--- src/rtl/instr_decode_stage_pkg.sv ---
// Shared RV32I encodings, ALU function codes and immediate-format codes
// for the instruction-decode stage and its combinational decoder.
package instr_decode_stage_pkg;

  localparam int ALU_FUNCT_WIDTH = 4;
  localparam logic [ALU_FUNCT_WIDTH-1:0] ALU_FUNCT_ADD  = 4'd0;
  localparam logic [ALU_FUNCT_WIDTH-1:0] ALU_FUNCT_SUB  = 4'd1;
  localparam logic [ALU_FUNCT_WIDTH-1:0] ALU_FUNCT_SLL  = 4'd2;
  localparam logic [ALU_FUNCT_WIDTH-1:0] ALU_FUNCT_SLT  = 4'd3;
  localparam logic [ALU_FUNCT_WIDTH-1:0] ALU_FUNCT_SLTU = 4'd4;
  localparam logic [ALU_FUNCT_WIDTH-1:0] ALU_FUNCT_XOR  = 4'd5;
  localparam logic [ALU_FUNCT_WIDTH-1:0] ALU_FUNCT_SRL  = 4'd6;
  localparam logic [ALU_FUNCT_WIDTH-1:0] ALU_FUNCT_SRA  = 4'd7;
  localparam logic [ALU_FUNCT_WIDTH-1:0] ALU_FUNCT_OR   = 4'd8;
  localparam logic [ALU_FUNCT_WIDTH-1:0] ALU_FUNCT_AND  = 4'd9;

  localparam logic [6:0] OPCODE_LOAD     = 7'b0000011;
  localparam logic [6:0] OPCODE_MISC_MEM = 7'b0001111;
  localparam logic [6:0] OPCODE_ALU_IMM  = 7'b0010011;
  localparam logic [6:0] OPCODE_AUIPC    = 7'b0010111;
  localparam logic [6:0] OPCODE_STORE    = 7'b0100011;
  localparam logic [6:0] OPCODE_ALU_REG  = 7'b0110011;
  localparam logic [6:0] OPCODE_LUI      = 7'b0110111;
  localparam logic [6:0] OPCODE_BRANCH   = 7'b1100011;
  localparam logic [6:0] OPCODE_JALR     = 7'b1100111;
  localparam logic [6:0] OPCODE_JAL      = 7'b1101111;
  localparam logic [6:0] OPCODE_SYSTEM   = 7'b1110011;

  localparam int IMM_FMT_WIDTH = 3;
  localparam logic [IMM_FMT_WIDTH-1:0] IMM_FMT_NONE  = 3'd0;
  localparam logic [IMM_FMT_WIDTH-1:0] IMM_FMT_I     = 3'd1;
  localparam logic [IMM_FMT_WIDTH-1:0] IMM_FMT_S     = 3'd2;
  localparam logic [IMM_FMT_WIDTH-1:0] IMM_FMT_B     = 3'd3;
  localparam logic [IMM_FMT_WIDTH-1:0] IMM_FMT_U     = 3'd4;
  localparam logic [IMM_FMT_WIDTH-1:0] IMM_FMT_J     = 3'd5;
  localparam logic [IMM_FMT_WIDTH-1:0] IMM_FMT_SHAMT = 3'd6;

  localparam logic [2:0] FUNCT3_ADD  = 3'b000;
  localparam logic [2:0] FUNCT3_SLL  = 3'b001;
  localparam logic [2:0] FUNCT3_SLT  = 3'b010;
  localparam logic [2:0] FUNCT3_SLTU = 3'b011;
  localparam logic [2:0] FUNCT3_XOR  = 3'b100;
  localparam logic [2:0] FUNCT3_SRL  = 3'b101;
  localparam logic [2:0] FUNCT3_OR   = 3'b110;
  localparam logic [2:0] FUNCT3_AND  = 3'b111;

  localparam logic [6:0] FUNCT7_BASE = 7'b0000000;
  localparam logic [6:0] FUNCT7_ALT1 = 7'b0100000;

  typedef enum logic [1:0] {
    BUF_EMPTY,
    BUF_ONE,
    BUF_FULL
  } buf_state_e;

  // LB/LH/LW/LBU/LHU
  function automatic logic load_funct3_legal(input logic [2:0] f3);
    return (f3 == 3'b000) || (f3 == 3'b001) || (f3 == 3'b010) ||
           (f3 == 3'b100) || (f3 == 3'b101);
  endfunction

  // SB/SH/SW
  function automatic logic store_funct3_legal(input logic [2:0] f3);
    return (f3 == 3'b000) || (f3 == 3'b001) || (f3 == 3'b010);
  endfunction

  // BEQ/BNE/BLT/BGE/BLTU/BGEU; 010 and 011 are reserved
  function automatic logic branch_funct3_legal(input logic [2:0] f3);
    return (f3 != 3'b010) && (f3 != 3'b011);
  endfunction

  function automatic logic [ALU_FUNCT_WIDTH-1:0] base_alu_funct(input logic [2:0] f3);
    case (f3)
      FUNCT3_ADD:  return ALU_FUNCT_ADD;
      FUNCT3_SLL:  return ALU_FUNCT_SLL;
      FUNCT3_SLT:  return ALU_FUNCT_SLT;
      FUNCT3_SLTU: return ALU_FUNCT_SLTU;
      FUNCT3_XOR:  return ALU_FUNCT_XOR;
      FUNCT3_SRL:  return ALU_FUNCT_SRL;
      FUNCT3_OR:   return ALU_FUNCT_OR;
      default:     return ALU_FUNCT_AND;
    endcase
  endfunction

endpackage

--- src/rtl/instr_decode_stage_decode.sv ---
// Pure combinational RV32I decoder: instruction word to ALU function,
// register indices, sign-correct immediate, immediate format and illegal flag.
module instr_decode_comb
  import instr_decode_stage_pkg::*;
#(
  parameter int XLEN = 32
) (
  input  logic [31:0]                instr,
  output logic [ALU_FUNCT_WIDTH-1:0] alu_funct,
  output logic [4:0]                 rs1,
  output logic [4:0]                 rs2,
  output logic [4:0]                 rd,
  output logic [XLEN-1:0]            immed,
  output logic [IMM_FMT_WIDTH-1:0]   imm_fmt,
  output logic                       illegal
);

  logic [6:0]        opcode;
  logic [2:0]        funct3;
  logic [6:0]        funct7;
  logic signed [31:0] imm32;

  assign opcode = instr[6:0];
  assign funct3 = instr[14:12];
  assign funct7 = instr[31:25];
  assign rs1    = instr[19:15];
  assign rs2    = instr[24:20];
  assign rd     = instr[11:7];

  // imm32 is signed, so the width cast sign-extends when XLEN is 64
  assign immed = XLEN'(imm32);

  always_comb begin
    alu_funct = ALU_FUNCT_ADD;
    imm32     = '0;
    imm_fmt   = IMM_FMT_NONE;
    illegal   = 1'b0;

    case (opcode)
      OPCODE_LOAD: begin
        imm32   = {{20{instr[31]}}, instr[31:20]};
        imm_fmt = IMM_FMT_I;
        illegal = !load_funct3_legal(funct3);
      end
      OPCODE_STORE: begin
        imm32   = {{20{instr[31]}}, instr[31:25], instr[11:7]};
        imm_fmt = IMM_FMT_S;
        illegal = !store_funct3_legal(funct3);
      end
      OPCODE_BRANCH: begin
        imm32   = {{19{instr[31]}}, instr[31], instr[7], instr[30:25], instr[11:8], 1'b0};
        imm_fmt = IMM_FMT_B;
        illegal = !branch_funct3_legal(funct3);
      end
      OPCODE_JALR: begin
        imm32   = {{20{instr[31]}}, instr[31:20]};
        imm_fmt = IMM_FMT_I;
      end
      OPCODE_JAL: begin
        imm32   = {{11{instr[31]}}, instr[31], instr[19:12], instr[20], instr[30:21], 1'b0};
        imm_fmt = IMM_FMT_J;
      end
      OPCODE_LUI, OPCODE_AUIPC: begin
        imm32   = {instr[31:12], 12'b0};
        imm_fmt = IMM_FMT_U;
      end
      OPCODE_MISC_MEM, OPCODE_SYSTEM: begin
        alu_funct = ALU_FUNCT_ADD;
      end
      OPCODE_ALU_IMM: begin
        imm32   = {{20{instr[31]}}, instr[31:20]};
        imm_fmt = IMM_FMT_I;
        // Shifts carry a 5-bit shamt; funct7 selects logical/arithmetic
        if (funct3 == FUNCT3_SLL) begin
          imm32   = {27'b0, instr[24:20]};
          imm_fmt = IMM_FMT_SHAMT;
          if (funct7 == FUNCT7_BASE) alu_funct = ALU_FUNCT_SLL;
          else                       illegal   = 1'b1;
        end else if (funct3 == FUNCT3_SRL) begin
          imm32   = {27'b0, instr[24:20]};
          imm_fmt = IMM_FMT_SHAMT;
          if (funct7 == FUNCT7_BASE)      alu_funct = ALU_FUNCT_SRL;
          else if (funct7 == FUNCT7_ALT1) alu_funct = ALU_FUNCT_SRA;
          else                            illegal   = 1'b1;
        end else begin
          alu_funct = base_alu_funct(funct3);
        end
      end
      OPCODE_ALU_REG: begin
        if (funct7 == FUNCT7_BASE)                              alu_funct = base_alu_funct(funct3);
        else if (funct7 == FUNCT7_ALT1 && funct3 == FUNCT3_ADD) alu_funct = ALU_FUNCT_SUB;
        else if (funct7 == FUNCT7_ALT1 && funct3 == FUNCT3_SRL) alu_funct = ALU_FUNCT_SRA;
        else                                                    illegal   = 1'b1;
      end
      default: begin
        illegal = 1'b1;
      end
    endcase

    if (instr[1:0] != 2'b11) illegal = 1'b1;
  end

endmodule

--- src/rtl/instr_decode_stage.sv ---
// Registered decode stage: decodes at the input transfer into a two-entry
// skid buffer, with flush and a saturating illegal-instruction counter.
module instr_decode_stage
  import instr_decode_stage_pkg::*;
#(
  parameter int XLEN  = 32,
  parameter int CNT_W = 16
) (
  input  logic                       clk,
  input  logic                       rst,
  input  logic                       flush,
  input  logic                       in_valid,
  output logic                       in_ready,
  input  logic [31:0]                instr,
  input  logic [XLEN-1:0]            in_pc,
  output logic                       out_valid,
  input  logic                       out_ready,
  output logic [XLEN-1:0]            out_pc,
  output logic [ALU_FUNCT_WIDTH-1:0] alu_funct,
  output logic [4:0]                 rs1,
  output logic [4:0]                 rs2,
  output logic [4:0]                 rd,
  output logic [XLEN-1:0]            immed,
  output logic [IMM_FMT_WIDTH-1:0]   imm_fmt,
  output logic                       illegal,
  output logic [CNT_W-1:0]           illegal_count
);

  typedef struct packed {
    logic [XLEN-1:0]            pc;
    logic [ALU_FUNCT_WIDTH-1:0] alu_funct;
    logic [4:0]                 rs1;
    logic [4:0]                 rs2;
    logic [4:0]                 rd;
    logic [XLEN-1:0]            immed;
    logic [IMM_FMT_WIDTH-1:0]   imm_fmt;
    logic                       illegal;
  } entry_t;

  logic [ALU_FUNCT_WIDTH-1:0] dec_alu_funct;
  logic [4:0]                 dec_rs1;
  logic [4:0]                 dec_rs2;
  logic [4:0]                 dec_rd;
  logic [XLEN-1:0]            dec_immed;
  logic [IMM_FMT_WIDTH-1:0]   dec_imm_fmt;
  logic                       dec_illegal;

  entry_t     dec_entry;
  entry_t     main_q;
  entry_t     skid_q;
  buf_state_e state;
  logic       accept;
  logic       drain;

  instr_decode_comb #(
    .XLEN(XLEN)
  ) u_decode (
    .instr    (instr),
    .alu_funct(dec_alu_funct),
    .rs1      (dec_rs1),
    .rs2      (dec_rs2),
    .rd       (dec_rd),
    .immed    (dec_immed),
    .imm_fmt  (dec_imm_fmt),
    .illegal  (dec_illegal)
  );

  assign dec_entry = '{pc:        in_pc,
                       alu_funct: dec_alu_funct,
                       rs1:       dec_rs1,
                       rs2:       dec_rs2,
                       rd:        dec_rd,
                       immed:     dec_immed,
                       imm_fmt:   dec_imm_fmt,
                       illegal:   dec_illegal};

  assign accept = in_valid && in_ready;
  assign drain  = out_valid && out_ready;

  // main_q always holds the head of the FIFO; skid_q only fills when the
  // consumer stalls while a new entry arrives
  always_ff @(posedge clk) begin
    if (rst) begin
      state         <= BUF_EMPTY;
      out_valid     <= 1'b0;
      in_ready      <= 1'b1;
      main_q        <= '0;
      skid_q        <= '0;
      illegal_count <= '0;
    end else if (flush) begin
      state     <= BUF_EMPTY;
      out_valid <= 1'b0;
      in_ready  <= 1'b1;
    end else begin
      if (accept && dec_illegal && illegal_count != '1)
        illegal_count <= illegal_count + 1'b1;

      case (state)
        BUF_EMPTY: begin
          if (accept) begin
            main_q    <= dec_entry;
            state     <= BUF_ONE;
            out_valid <= 1'b1;
            in_ready  <= 1'b1;
          end
        end
        BUF_ONE: begin
          if (accept && !drain) begin
            skid_q   <= dec_entry;
            state    <= BUF_FULL;
            in_ready <= 1'b0;
          end else if (accept && drain) begin
            main_q <= dec_entry;
          end else if (drain) begin
            state     <= BUF_EMPTY;
            out_valid <= 1'b0;
          end
        end
        BUF_FULL: begin
          if (drain) begin
            main_q   <= skid_q;
            state    <= BUF_ONE;
            in_ready <= 1'b1;
          end
        end
        default: begin
          state     <= BUF_EMPTY;
          out_valid <= 1'b0;
          in_ready  <= 1'b1;
        end
      endcase
    end
  end

  assign out_pc    = main_q.pc;
  assign alu_funct = main_q.alu_funct;
  assign rs1       = main_q.rs1;
  assign rs2       = main_q.rs2;
  assign rd        = main_q.rd;
  assign immed     = main_q.immed;
  assign imm_fmt   = main_q.imm_fmt;
  assign illegal   = main_q.illegal;

endmodule
--- config.mk ---
export PLATFORM = sky130hd
export DESIGN_NAME = instr_decode_stage
export DESIGN_NICKNAME = d
export VERILOG_FILES = /design/src/rtl/instr_decode_stage_pkg.sv /design/src/rtl/instr_decode_stage_decode.sv /design/src/rtl/instr_decode_stage.sv
export SDC_FILE = /design/constraint.sdc
export NUM_CORES = 1
export LEC_CHECK = 0
export BUFFER_PORTS_ARGS = -buffer_cell sky130_fd_sc_hd__buf_2
export CORE_ASPECT_RATIO = 1.5
export CORE_MARGIN = 2
export CORE_UTILIZATION = 40
export DETAILED_ROUTE_END_ITERATION = 10
export PLACE_DENSITY_LB_ADDON = 0.25
export SYNTH_ARGS = -nofsm -noshare
export SYNTH_HDL_FRONTEND = slang
export SYNTH_SLANG_ARGS = --single-unit
--- constraint.sdc ---
create_clock -name clk -period 2.9 [get_ports clk]
set_input_delay 0.725 -clock clk [delete_from_list [all_inputs] [get_ports clk]]
set_output_delay 0.725 -clock clk [all_outputs]
set_load 0.005 [all_outputs]
==> out/qor.json <==
{
  "run_status": {
    "status": "finished clean"
  },
  "clocking": {
    "worst_setup_hold_path_clk_slew_ns": 0.08,
    "tritoncts.num_buffers": 17,
    "cts.htree.levels": 4,
    "post_cts.resized_instances": 0,
    "postCtsSetupRepairBufs": 0,
    "clock-sinks": 194,
    "root_buffer": "sky130_fd_sc_hd__clkbuf_16",
    "tritoncts": "yes",
    "max-clock-path-buffers": 2,
    "cts_hold_buffers": 0,
    "worst_skew_pair.late_latency_ns": 0.43
  },
  "logic_synthesis": {
    "synth_cell_type_count": 65,
    "synth_top_family_by_area": "simple AND/OR/NAND/NOR gates",
    "synth-compound-area-share_pct": 22.4,
    "syn_inst": 1071,
    "mappedNetlistNets": 1141,
    "ys_seq_elements": 194,
    "yosysTopAreaCell": "sky130_fd_sc_hd__dfxtp_1",
    "syn-cell-area_um2": 8430,
    "synth_async_sr_flop_share_pct": 0,
    "synthAdderAreaFrac_pct": 0.148,
    "yosys_most_used_dff": "sky130_fd_sc_hd__dfxtp_1",
    "number_of_enable_flip_flop_cells_after_synthesis": 0,
    "yosys.area.top_type_share_pct": 46.1,
    "synthXorXnorAreaFrac_pct": 0.624,
    "synth.yosys.seq_area_share_pct": 46.1,
    "ys_warn_count": 0,
    "syn-mean-instance-area_um2": 7.87,
    "yosys.area_share.simple_pct": 25.1,
    "post_synth_main_area_contributors": "sky130_fd_sc_hd__dfxtp_1 46%, sky130_fd_sc_hd__nand2_1 11%, sky130_fd_sc_hd__nor2_1 6.3%, sky130_fd_sc_hd__a21oi_1 5.9%, sky130_fd_sc_hd__a311oi_1 5.5%",
    "synth_mux_area_share_pct": 1.14
  },
  "worst_setup_path": {
    "crit_buf_inv": 0,
    "critPathMaxStageDelay_ns": 0.58,
    "required_ns": 3.23,
    "setup.worst_path.start_class": "flop",
    "slowest_cell_on_the_critical_path": "sky130_fd_sc_hd__a21oi_2",
    "critical_path_peak_fanout": 15,
    "endpoint_kind": "flop",
    "path_delay_family": "simple AND/OR/NAND/NOR gates",
    "path_class": "flop to flop",
    "worstPathArrival_ns": 3.05,
    "timing.critical_path.cells": "and3_1 -> and3_1 -> and3_1 -> a311o_1 -> a21oi_2 -> and3_1 -> mux2_1",
    "cp_common_cell": "sky130_fd_sc_hd__and3_1"
  },
  "timing": {
    "finalSetupViolations": 0,
    "setup_tns_final_ns": 0,
    "post-route-period-util_pct": 93.8,
    "grt_setup_unrepaired": "false",
    "period_needed_ns": 2.72,
    "report.final.hold_viol_count": 0,
    "tightest_slew_ns": 0.993,
    "final_max_slew_viol_count": 0,
    "timing.fmax_mhz": 368,
    "final_worst_clock_skew_ns": 0.0142,
    "timing.slew.headroom_pct": 33.8,
    "layout_setup_ws_ns": 0.180
  },
  "grt": {
    "globalRouteTotalUtil_pct": 21.7,
    "grt_first_pass_wirelength_mm": 38.3,
    "grt_antenna_before_repair": 0,
    "grt_pass1_vias": 7276,
    "grt_most_used_layer": "met2",
    "grt_start_max_net_pins": 101,
    "groute.layer.met1.usage_pct": 26.8,
    "globalRoute.totalOverflow": 0,
    "groute.layer.met2.usage_pct": 37.5,
    "use_met3_pct": 4.65
  },
  "pwr": {
    "p_per_area_nw_per_um2": 572,
    "peakVddDrop_uv": 359,
    "static-leakage-power_nw": 4.05
  },
  "floorplan": {
    "row_count": 65,
    "chipHeight_um": 182,
    "die_area_um2": 22300,
    "placeableCoreArea_um2": 20800,
    "effective_utilization_at_floorplan_pct": 40.5,
    "fp.dieW_um": 123,
    "floorplan.io_pins": 174
  },
  "routing": {
    "route.antenna.remaining_nets": 0,
    "firstDrtPassIters": 5,
    "drt_first_iter_violations": 590,
    "drc": 0,
    "finalWirelength_mm": 24.1,
    "detail_route.wl_per_cell_um": 16.2,
    "vias_per_cell": 5.33,
    "vias": 7954
  },
  "finish": {
    "ant_diodes": 0,
    "final_nets": 1281,
    "layout_commonest_cell": "sky130_fd_sc_hd__nand2_1",
    "post_route_cells_drive_above_1_share_pct": 21.9,
    "nFillCells": 2114,
    "final_core_util_pct": 49.3,
    "postLayoutCellArea_um2": 10300,
    "layout.cells.non_filler": 1492,
    "layout_common_cells": "254 x sky130_fd_sc_hd__nand2_1, 194 x sky130_fd_sc_hd__dfxtp_1, 172 x sky130_fd_sc_hd__buf_2, 140 x sky130_fd_sc_hd__nor2_1, 100 x sky130_fd_sc_hd__a21oi_1",
    "area_growth_pct": 21.9
  },
  "placement": {
    "pre_cts_ws_ns": -0.0968,
    "port_buffers": 173,
    "routabilityCongestion": 0.872,
    "dp_hpwl_mm": 16.0,
    "placed_area_um2": 9640,
    "placed_cells_incl_taps": 1460
  },
  "run": {
    "max_cap_violations": 0
  },
  "min_path": {
    "hold_path.class": "flop to flop"
  }
}
-- worst min-delay path, delay by kind of cell (launching register included) --
family,cells,cell delay [ns]
flops,1,0.31
compound gates,1,0.05
simple gates,1,0.05
-- cells by family (layout without fill, tap and decap cells) --
family	Yosys count	after routing
adders and majority gates	1	1
and+or+nand+nor	488	488
muxes	8	8
DFF	194	194
AOI/OAI and AO/OA	278	278
xor gates and xnor gates	6	6
buffers and inverters	96	249
-- cells in the mapped netlist (6+ instances only) --
cell / instances
sky130_fd_sc_hd__inv_1: 7
sky130_fd_sc_hd__a221oi_1: 11
sky130_fd_sc_hd__nand3_1: 20
sky130_fd_sc_hd__and3_1: 8
sky130_fd_sc_hd__a211oi_1: 41
sky130_fd_sc_hd__a21o_1: 10
sky130_fd_sc_hd__clkbuf_1: 84
sky130_fd_sc_hd__a21oi_1: 100
sky130_fd_sc_hd__a311oi_1: 53
sky130_fd_sc_hd__dfxtp_1: 194
sky130_fd_sc_hd__nand3b_1: 8
sky130_fd_sc_hd__nor2b_1: 11
sky130_fd_sc_hd__nor2_1: 141
sky130_fd_sc_hd__nand4_1: 6
sky130_fd_sc_hd__o21ai_0: 31
sky130_fd_sc_hd__nor3_1: 9
sky130_fd_sc_hd__nand2_1: 254
-- routing by layer --
layer | wire [um] | vias up | part of all wire [%]
met2 | 12200 | 201 | 51
li1 | - | 3998 | -
met4 | 320 | 0 | 1.3
met5 | 0 | - | 0
met3 | 1180 | 20 | 4.9
met1 | 10400 | 3735 | 43
-- report_power, final --
group,internal [mW],switching [mW],leakage [nW],total (mW)
Combinational,0.223,0.340,2.16,0.563
Sequential,2.76,0.0489,1.58,2.81
Clock,1.45,1.05,0.306,2.51
-- registers in the layout (all words and copies together) (netlist names), 2 cells and up --
| signal | count |
|---|---|
| state | 2 |
| skid_q | 87 |
| out_pc | 32 |
| rd | 5 |
| rs2 | 5 |
| illegal_count | 16 |
| immed | 32 |
| alu_funct | 4 |
| imm_fmt | 3 |
| rs1 | 5 |
-- through the flow --
step / hold slack (ns) / power, mW
floorplan: 0.437 / 3.18
global placement: 0.440 / 3.43
detailed placement: 0.444 / 3.43
CTS: 0.453 / 5.93
global route: 0.468 / 6.11
finish: 0.452 / 5.88
-- final timing paths --
check,startpoint,endpoint,slack (ns),cells past startpoint
worst max-delay path,illegal_count[10],illegal_count[7],0.18,7
worst min-delay path,alu_funct[2],alu_funct[2],0.45,2
worst max register to register,illegal_count[10],illegal_count[7],0.18,7
worst min register to register,alu_funct[2],alu_funct[2],0.45,2
-- area by class of cell --
cell class / instances / area, um2 / share of cell area (%)
clock buffers: 21 / 480 / 4.68
clock inverters: 11 / 150 / 1.46
inverters: 7 / 26.3 / 0.256
multi-input cells: 781 / 4190 / 40.7
flip-flops and latches: 194 / 3880 / 37.8
well taps: 268 / 335 / 3.26
repair buffers: 210 / 1210 / 11.8
Power figures use the tool's default switching activity.
